File: config.mk
export PLATFORM = sky130hd
export DESIGN_NAME = nibble_serial_subtractor
export DESIGN_NICKNAME = d
export VERILOG_FILES = /design/src/rtl/nibble_serial_subtractor.sv
export SDC_FILE = /design/constraint.sdc
export NUM_CORES = 1
export LEC_CHECK = 0
export CORE_MARGIN = 2
export CORE_UTILIZATION = 45
export DETAILED_ROUTE_END_ITERATION = 8
export PLACE_DENSITY = 0.7
export SETUP_SLACK_MARGIN = 0.3
export SYNTH_ARGS = -nofsm -noshare
export SYNTH_HDL_FRONTEND = slang
export SYNTH_SLANG_ARGS = --single-unit
export TNS_END_PERCENT = 100
File: constraint.sdc
create_clock -name clk -period 5.35 [get_ports clk]
set_clock_uncertainty 0.15 [all_clocks]
set_input_delay 1.3375 -clock clk [delete_from_list [all_inputs] [get_ports clk]]
set_output_delay 1.3375 -clock clk [all_outputs]
set_load 0.02 [all_outputs]
File: src/rtl/nibble_serial_subtractor.sv
// nibble_serial_subtractor: W-bit a-b-bin computed one nibble per clock through a single 4-bit slice
module FourBitSubtractor (
  input  logic [3:0] a,
  input  logic [3:0] b,
  input  logic       bin,
  output logic [3:0] diff,
  output logic       bout
);
  assign {bout, diff} = {1'b0, a} - {1'b0, b} - {4'b0, bin};
endmodule

module nibble_serial_subtractor #(
  parameter int NIBBLES = 4
) (
  input  logic                 clk,
  input  logic                 rst_n,
  input  logic                 start,
  input  logic [4*NIBBLES-1:0] a,
  input  logic [4*NIBBLES-1:0] b,
  input  logic                 bin,
  output logic                 ready,
  output logic                 busy,
  output logic                 done,
  output logic [4*NIBBLES-1:0] Diff,
  output logic                 Bout,
  output logic                 Zero,
  output logic                 Ovf
);
  localparam int W  = 4 * NIBBLES;
  localparam int IW = NIBBLES > 1 ? $clog2(NIBBLES) : 1;
  localparam logic [1:0] S_IDLE = 2'd0;
  localparam logic [1:0] S_RUN  = 2'd1;
  localparam logic [1:0] S_DONE = 2'd2;
  logic [1:0]    r_state;
  logic [W-1:0]  r_a, r_b, r_res, r_diff;
  logic [IW-1:0] r_idx;
  logic          r_borrow, r_bout, r_zero, r_ovf;
  logic [3:0]    w_d;
  logic          w_bo, w_last;
  logic [W-1:0]  w_res;
  FourBitSubtractor u_slice (
    .a    (r_a[4*r_idx +: 4]),
    .b    (r_b[4*r_idx +: 4]),
    .bin  (r_borrow),
    .diff (w_d),
    .bout (w_bo)
  );
  assign w_last = r_idx == IW'(NIBBLES - 1);
  // working result with the current nibble merged in, so the final value is available on the last edge
  always_comb begin
    w_res = r_res;
    w_res[4*r_idx +: 4] = w_d;
  end
  // handshake, nibble sequencing and atomic result update on completion
  always_ff @(posedge clk or negedge rst_n) begin
    if (!rst_n) begin
      r_state  <= S_IDLE;
      r_a      <= '0;
      r_b      <= '0;
      r_res    <= '0;
      r_idx    <= '0;
      r_borrow <= 1'b0;
      r_diff   <= '0;
      r_bout   <= 1'b0;
      r_zero   <= 1'b0;
      r_ovf    <= 1'b0;
    end else if (r_state == S_IDLE) begin
      if (start) begin
        r_a      <= a;
        r_b      <= b;
        r_borrow <= bin;
        r_idx    <= '0;
        r_state  <= S_RUN;
      end
    end else if (r_state == S_RUN) begin
      r_res    <= w_res;
      r_borrow <= w_bo;
      r_idx    <= w_last ? r_idx : r_idx + 1'b1;
      if (w_last) begin
        r_diff  <= w_res;
        r_bout  <= w_bo;
        r_zero  <= w_res == '0;
        r_ovf   <= (r_a[W-1] ^ r_b[W-1]) & (w_res[W-1] ^ r_a[W-1]);
        r_state <= S_DONE;
      end
    end else begin
      r_state <= S_IDLE;
    end
  end
  assign ready = r_state == S_IDLE;
  assign busy  = r_state == S_RUN;
  assign done  = r_state == S_DONE;
  assign Diff  = r_diff;
  assign Bout  = r_bout;
  assign Zero  = r_zero;
  assign Ovf   = r_ovf;
endmodule

=== After elaboration in Yosys (flattened, before gate mapping) ===
Cells that the tools add are included.

* Add/subtract/negate cells: 4
* Equal/unequal tests: 6
* Shift operators: 4
* Muxes and demuxes: 12
* Bitwise operators: 4
* Reduce and logical (&&, ||, !) cells: 9

{| class="wikitable"
|+ Operator list
! operator !! count
|-
| $neg 4->34 || 1
|-
| $shift 4x34->16 const A || 1
|-
| $shiftx 4x34->16 || 1
|-
| $shiftx 16x5->4 || 2
|-
| $bwmux 16 || 1
|-
| $logic_not 16->1 || 1
|-
| $mux 2 || 8
|-
| $reduce_and 2->1 || 4
|-
| $reduce_and 3->1 || 2
|-
| $sub 4x4->5 || 1
|-
| $sub 5x1->5 || 1
|-
| $eq 2x2->1 const B || 2
|-
| $ne 2x2->1 const B || 2
|-
| $mux 1 || 3
|-
| $ne 3x2->1 const B || 1
|-
| $add 2x1->2 const B || 1
|-
| $eq 2x1->1 const B || 1
|-
| $logic_not 2->1 || 1
|-
| $reduce_bool 2->1 || 1
|-
| $xor 1x1->1 || 2
|-
| $and 1x1->1 || 1
|-
| $not 1->1 || 1
|}

* Flip-flop bits (word level): 72
* Bits of input ports: 36
* Output and inout bits: 22
* Logic and storage cells: 49

=== Longest topological paths before layout ===
Gate-level depths: netlist of run 1.

* Word-level depth: 7
* Mapped depth: 10
* Mapped depth without buffers: 9

=== Hierarchy ===
Synthesis of run 1 repeated with hierarchy kept, for this count alone.

* Cells, all modules: 288
* Area total of the unflattened synthesis: 3563.4 µm²

{| class="wikitable"
|+ By module, submodules not included
! module !! instances !! cells an instance !! area an instance (µm²) !! sequential area each (µm²)
|-
| nibble_serial_subtractor || 1 || 264 || 3355.7 || 1701.6
|-
| FourBitSubtractor || 1 || 24 || 207.7 || 0.0
|}

=== Least setup slack after synthesis of run 1 ===
OpenSTA, ideal clock, no wires.

* Kind: register -> register
* Start point: register r_idx[0]
* End point: register r_zero, in the netlist Zero
* Library setup time: 122 ps
* Arrival time: 3114 ps
* Slack: 1965 ps
* Stages on the path, launching flop included: 10
* Cells stage by stage: dfrtp_1 > buf_2 > mux4_2 > fa_1 > fa_1 > xor2_1 > and3_1 > o21ai_0 > and3_1 > a32o_1

* Longest elaborated chain between the ends: 6
* Elaborated cells between the ends (all ways): 11

{| class="wikitable"
|+ Ends and longest elaborated chain
! item !! RTL line !! source
|-
| start, declared || 36 || <nowiki>logic [IW-1:0] r_idx;</nowiki>
|-
| start signal, assigned || 78 || <nowiki>r_idx <= w_last ? r_idx : r_idx + 1'b1;</nowiki>
|-
| $shiftx 16x5->4, on equally long branches || 42, 43 ||
|-
| $sub 4x4->5 || 9 || <nowiki>assign {bout, diff} = {1'b0, a} - {1'b0, b} - {4'b0, bin};</nowiki>
|-
| $sub 5x1->5 || 9 ||
|-
| $shiftx 4x34->16 || 52 || <nowiki>w_res[4*r_idx +: 4] = w_d;</nowiki>
|-
| $bwmux 16 || 52 ||
|-
| $logic_not 16->1 || 82 || <nowiki>r_zero <= w_res == '0;</nowiki>
|-
| end signal, assigned || 65 || <nowiki>r_zero <= 1'b0;</nowiki>
|-
| end signal, assigned || 82 ||
|-
| end, declared || 37 || <nowiki>logic r_borrow, r_bout, r_zero, r_ovf;</nowiki>
|}

Parallel ways exist; a longest one is shown, timed or not.
A chain may end at the register's enable or synchronous reset.

=== Worst setup path in the final report of run 1 ===
Ends and elaborated chain as after synthesis.

==> results of run 1 <==
-- power by group --
group	total, mW	leakage (nW)	switching, mW	internal [mW]
Combinational	1.63	0.813	0.904	0.726
Clock	0.469	0.102	0.205	0.264
Sequential	0.907	0.847	0.166	0.741
-- routing by layer --
| layer | up-vias | wire [µm] | global-route usage, % |
|---|---|---|---|
| met5 | - | 0 | 0 |
| met1 | 1114 | 2840 | 24.1 |
| met2 | 76 | 3170 | 30.7 |
| met4 | 0 | 184 | 8.95 |
| met3 | 14 | 332 | 3.45 |
| li1 | 1104 | - | - |
-- worst paths after layout --
check,slack (ps),cells past startpoint,to,startpoint
min in group asynchronous,780,1,Diff[4]$_DFFE_PN0P_,rst_n
worst max-delay path,1560,8,Zero$_DFFE_PN0P_,r_idx[0]$_DFFE_PN0P_
max in group asynchronous,3300,2,r_a[7]$_DFFE_PN0P_,rst_n
worst min-delay path,330,2,Diff[10]$_DFFE_PN0P_,Diff[10]$_DFFE_PN0P_
worst min register to register,330,2,Diff[10]$_DFFE_PN0P_,Diff[10]$_DFFE_PN0P_
worst max register to register,1560,8,Zero$_DFFE_PN0P_,r_idx[0]$_DFFE_PN0P_
-- state kept, by name, indices dropped and copies added, names as in the netlist --
name / count
Bout: 1
Diff: 16
Ovf: 1
Zero: 1
r_a: 16
r_b: 16
r_borrow: 1
r_idx: 2
r_res: 12
r_state: 2
-- worst reg2reg max path: stages, from the launching register on --
cell	delay [ps]
dfrtp_1	810
mux4_2	610
fa_1	430
fa_1	440
xor2_1	470
and3_1	260
o21ai_0	70
and3_1	190
a32o_1	250
-- cell usage in the layout (no fill, tap or decap), types with 2 or more instances in the layout --
cell type and n:
dfrtp_1 68, clkdlybuf4s50_1 56, mux2_2 31, nand2_1 28, nor2_1 24, o21ai_0 17, inv_1 15, a21oi_1 12
a22o_1 9, ha_1 9, clkbuf_8 9, mux4_2 8, a221oi_1 6, nand2b_1 3, nor3b_1 3, and2_1 3
o22ai_1 3, nor4_1 3, clkinvlp_4 3, nor2b_1 2, and3_1 2, nor3_1 2, fa_1 2, bufinv_16 2
buf_4 2
-- cells by family after synthesis --
group / Yosys count / synth area share [%]
buffers and inverters: 28 / 3.33
and+or+nand+nor: 76 / 11.1
DFF: 68 / 52.7
muxes: 39 / 16.4
adders and majority gates: 11 / 4.73
xor gates and xnor gates: 3 / 1.05
AOI/OAI and AO/OA: 53 / 10.7
-- area by class of cell --
type | instances | area [µm²]
clock buffers | 9 | 124
clock inverters | 7 | 100
fillers | 618 | 2770
inverters | 16 | 60.1
multi-input cells | 182 | 1420
flip-flops and latches | 68 | 1700
well taps | 96 | 120
repair buffers | 59 | 581
-- metrics by stage --
step / hold slack (ps) / cells / instance area (µm²)
final: 327 / 437 / 4100
after global placement: 310 / 421 / 3880
after global routing: 368 / 437 / 4100
after floorplan: 292 / 278 / 3230
after detailed placement: 320 / 421 / 3880
after CTS: 336 / 437 / 4100
==> run metrics, run 1 <==
area of the core=around 6900 µm²; most frequent cell after synthesis=dfrtp_1; sequential area share after synthesis=a little over half; Total Power=approximately 3.0 mW; post-synth top area share=a little over half; dpl ws=~1500 ps; die area=~7900 µm²; cell count after synthesis=about 280; Worst Tran Pin Value=between 800 and 900 ps; Hold Crit Class=reg -> reg; top cells by count, synth=dfrtp_1 (68), mux2_2 (31), nand2_1 (28), nor2_1 (24), o21ai_0 (17); share of layout cells above drive strength 1=a little under a fifth; CP Launch Type=register; Clk Latency, worst-skew pair=350 ps; DRT Wirelength=about 6500 µm; DR WL/cell=between 10 and 15 µm; Worst EP required=around 5400 ps; CTS sink count=approximately 70; row count=30; synth top area cells=dfrtp_1 (53%), mux2_2 (11%), mux4_2 (5.6%); critical path's top delay family=adder cells; P_leak=1.76 nW; first-pass GRT wire length=roughly 11,000 µm; Netlist cell types=39; WP buf/inv=0; Cell Area, Synth=3230 µm²; Ys Warns=0; critical path capture point type=register; routed via count=approximately 2,300; total nets after synthesis=between 300 and 400; detailed placer's ending HPWL=roughly 4700 µm; drt initial violations=151; #FFs+latches synth=68; die width=88.7 µm; max_cap viols=0; worst relative slew slack=a little over two fifths; period utilization=between 70% and 80%; crit path cell chain=mux4_2, fa_1, fa_1, xor2_1, and3_1, o21ai_0, and3_1, a32o_1; Finish-stage setup viols=0; 1st-pass router iterations=4; crit path max fanout=17; starting density of the core=a little under half; Worst EP arrival=~3900 ps; RSZ-0062 raised after global routing=no; EDFF count, synth=0; RePlAce Congestion=about 0.85; f_max=approximately 260 MHz; WS Path Type=reg -> reg; Routed Antenna Nets=0; DR vias/cell=around 5.3; Final Util=between 50% and 60%; DIE HEIGHT=88.7 µm; final setup TNS=0 ps; outcome=complete, no violations; root buffer cell=clkbuf_8; fin worst setup slack=roughly 1600 ps; post-cts resize count=0; Post-CTS Hold Fix Bufs=0; TritonCTS buffer count=9; clock transition at the registers of the reported paths=roughly 80 ps; peak supply drop=about 0.40 mV; Main synth FF type=dfrtp_1; Syn Area/Cell=11.6 µm²; clk buf depth=2; largest net degree at the start of global routing=about 50; crit-path max cell delay=approximately 810 ps; slowest stage cell, crit path=dfrtp_1; area grow syn2layout=27.2%; vias in the first global route=~2,300; antenna diode count=0; cell area power density=732 nW/µm²; Port Buffers=between 50 and 60; H-tree depth=3; Max Slew Vio Count=0; # nets final=between 300 and 400; gr ovfl total=0; CTS tree=done; Final Hold Vio Count=0; minimum clock period=3790 ps; cell accounting for the most synthesized area=dfrtp_1; ys async rst share=between 90% and 100%; # IOs=58; drt drc=0; overall global routing resource usage=a little under a fifth; Post-CTS Setup Inserts=0; initial antenna violation count=0
No activity file was read; power rests on OpenSTA's default activity.
==> run 2, diff against run 1 <==
- clock period: 5.35 -> 3.5 ns (I/O delays scaled with it)
==> run 2 against run 1 <==
  * Via count up 0.87%
  * Global-route usage grew 0.23 points
  * Non-clock buffer count up 8
  * Die area is the same
  * Sequential cell count unchanged
  * Sequential share of layout area barely moved
==> run metrics, run 2 (synthesis results as in run 1) <==
Routed Antenna Nets=0; crit path cell chain=mux4_2, fa_1, fa_1, xor2_2, and3_1, o21ai_0, and3_1, a32o_1; Final Hold Vio Count=0; overall global routing resource usage=roughly a fifth; CTS sink count=68; DRT Wirelength=around 6600 µm; # IOs=between 50 and 60; area of the core=a little under 7000 µm²; cell area power density=1110 nW/µm²; final setup TNS=0 ps; Port Buffers=57; initial antenna violation count=0; peak supply drop=between 0.7 and 0.8 mV; DIE HEIGHT=between 80 and 90 µm; vias in the first global route=about 2,400; crit path max fanout=9; share of layout cells above drive strength 1=20.2%; H-tree depth=3; slowest stage cell, crit path=mux4_2; Total Power=4.57 mW; TritonCTS buffer count=9; area grow syn2layout=27.2%; DR WL/cell=15.0 µm; DR vias/cell=about 5.3; Max Slew Vio Count=0; Worst Tran Pin Value=796 ps; WS Path Type=reg -> reg; gr ovfl total=0; commonest cells after routing, fill and taps aside=dfrtp_1 (67), clkdlybuf4s50_1 (56), mux2_2 (31), nand2_1 (28), nor2_1 (24); clock transition at the registers of the reported paths=70 ps; critical path capture point type=register; worst relative slew slack=~47%; largest net degree at the start of global routing=38; post-cts resize count=0; detailed placer's ending HPWL=4980 µm; clk buf depth=2; period utilization=between 80% and 90%; row count=30; routed via count=approximately 2,300; RePlAce Congestion=between 0.9 and 1; Hold Crit Class=reg -> reg; fin worst setup slack=~430 ps; f_max=roughly 330 MHz; Multi-input gate area=around 1400 µm²; minimum clock period=about 3000 ps; dpl ws=roughly 380 ps; root buffer cell=clkbuf_8; RSZ-0062 raised after global routing=no; Post-CTS Setup Inserts=0; Clk Latency, worst-skew pair=between 300 and 400 ps; drt initial violations=180; # nets final=roughly 390; die width=~89 µm; Post-CTS Hold Fix Bufs=0; starting density of the core=a little under half; outcome=complete, no violations; antenna diode count=0; Storage cell area=1700 µm²; Worst EP arrival=about 3200 ps; most common cell after layout, fill and taps aside=dfrtp_1; CTS tree=done; max_cap viols=0; Finish-stage setup viols=0; R2R setup slack=430 ps; 1st-pass router iterations=6; Worst EP required=around 3600 ps; drt drc=0; first-pass GRT wire length=around 11,000 µm; # fillers=~570; P_leak=roughly 1.8 nW; CP Launch Type=register; crit-path max cell delay=530 ps; die area=roughly 8000 µm²
[run 2: per-stage QoR]
| step | utilization (%) | std cells | hold slack, ps | instance area, µm² |
|---|---|---|---|---|
| 3_5_place_dp | 57.3 | 427 | 321 | 3930 |
| 5_1_grt | 59.8 | 443 | 359 | 4110 |
| 6_report | 59.8 | 443 | 326 | 4110 |
| 3_3_place_gp | 57.3 | 427 | 312 | 3930 |
| 4_1_cts | 59.5 | 441 | 334 | 4090 |
| 2_1_floorplan | - | 278 | 292 | 3240 |
[run 2: path summary, 6_finish.rpt]
check                                       end                 start  depth (start not counted)
setup reg to reg               Zero$_DFFE_PN0P_  r_idx[0]$_DFFE_PN0P_                          8
min in group asynchronous    r_b[3]$_DFFE_PN0P_                 rst_n                          1
hold / removal              Diff[2]$_DFFE_PN0P_   Diff[2]$_DFFE_PN0P_                          2
max in group asynchronous  Diff[10]$_DFFE_PN0P_                 rst_n                          2
setup / recovery               Zero$_DFFE_PN0P_  r_idx[0]$_DFFE_PN0P_                          8
hold reg to reg             Diff[2]$_DFFE_PN0P_   Diff[2]$_DFFE_PN0P_                          2
[run 2: where the power goes]
group	internal (mW)	leakage, nW	switching [mW]
clock	0.265	0.0848	0.270
sequential	1.14	0.846	0.232
combinational	1.22	0.853	1.45
total	2.62	1.78	1.95
[run 2: layout make-up]
type / instances / area share, %
clock buffers: 11 / 3.44
clock inverters: 3 / 0.366
inverters: 16 / 1.46
multi-input cells: 182 / 34.7
flip-flops and latches: 68 / 41.5
well taps: 96 / 2.93
repair buffers: 67 / 15.6
[run 2: critical path: cells and delay by family, from the launching register on]
| kind | cells | cell delay, ps |
|---|---|---|
| DFF | 1 | 470 |
| muxes | 1 | 530 |
| adders and majority gates | 2 | 890 |
| and+or+nand+nor | 2 | 390 |
| AOI/OAI and AO/OA | 2 | 310 |
| xor gates and xnor gates | 1 | 210 |
[run 2: per-layer routing]
metal	vias up	track usage [%]	routed length (µm)
met5	-	0	0
met4	0	9.37	177
met3	14	3.92	283
met2	70	32.3	3260
met1	1133	22.8	2910
li1	1111	-	-
==> run 3, diff against run 2 <==
- CTS_CLUSTER_DIAMETER: not set -> 50
==> results of run 3 <==
Final layout, timing and power as in run 2 (identical DEF).
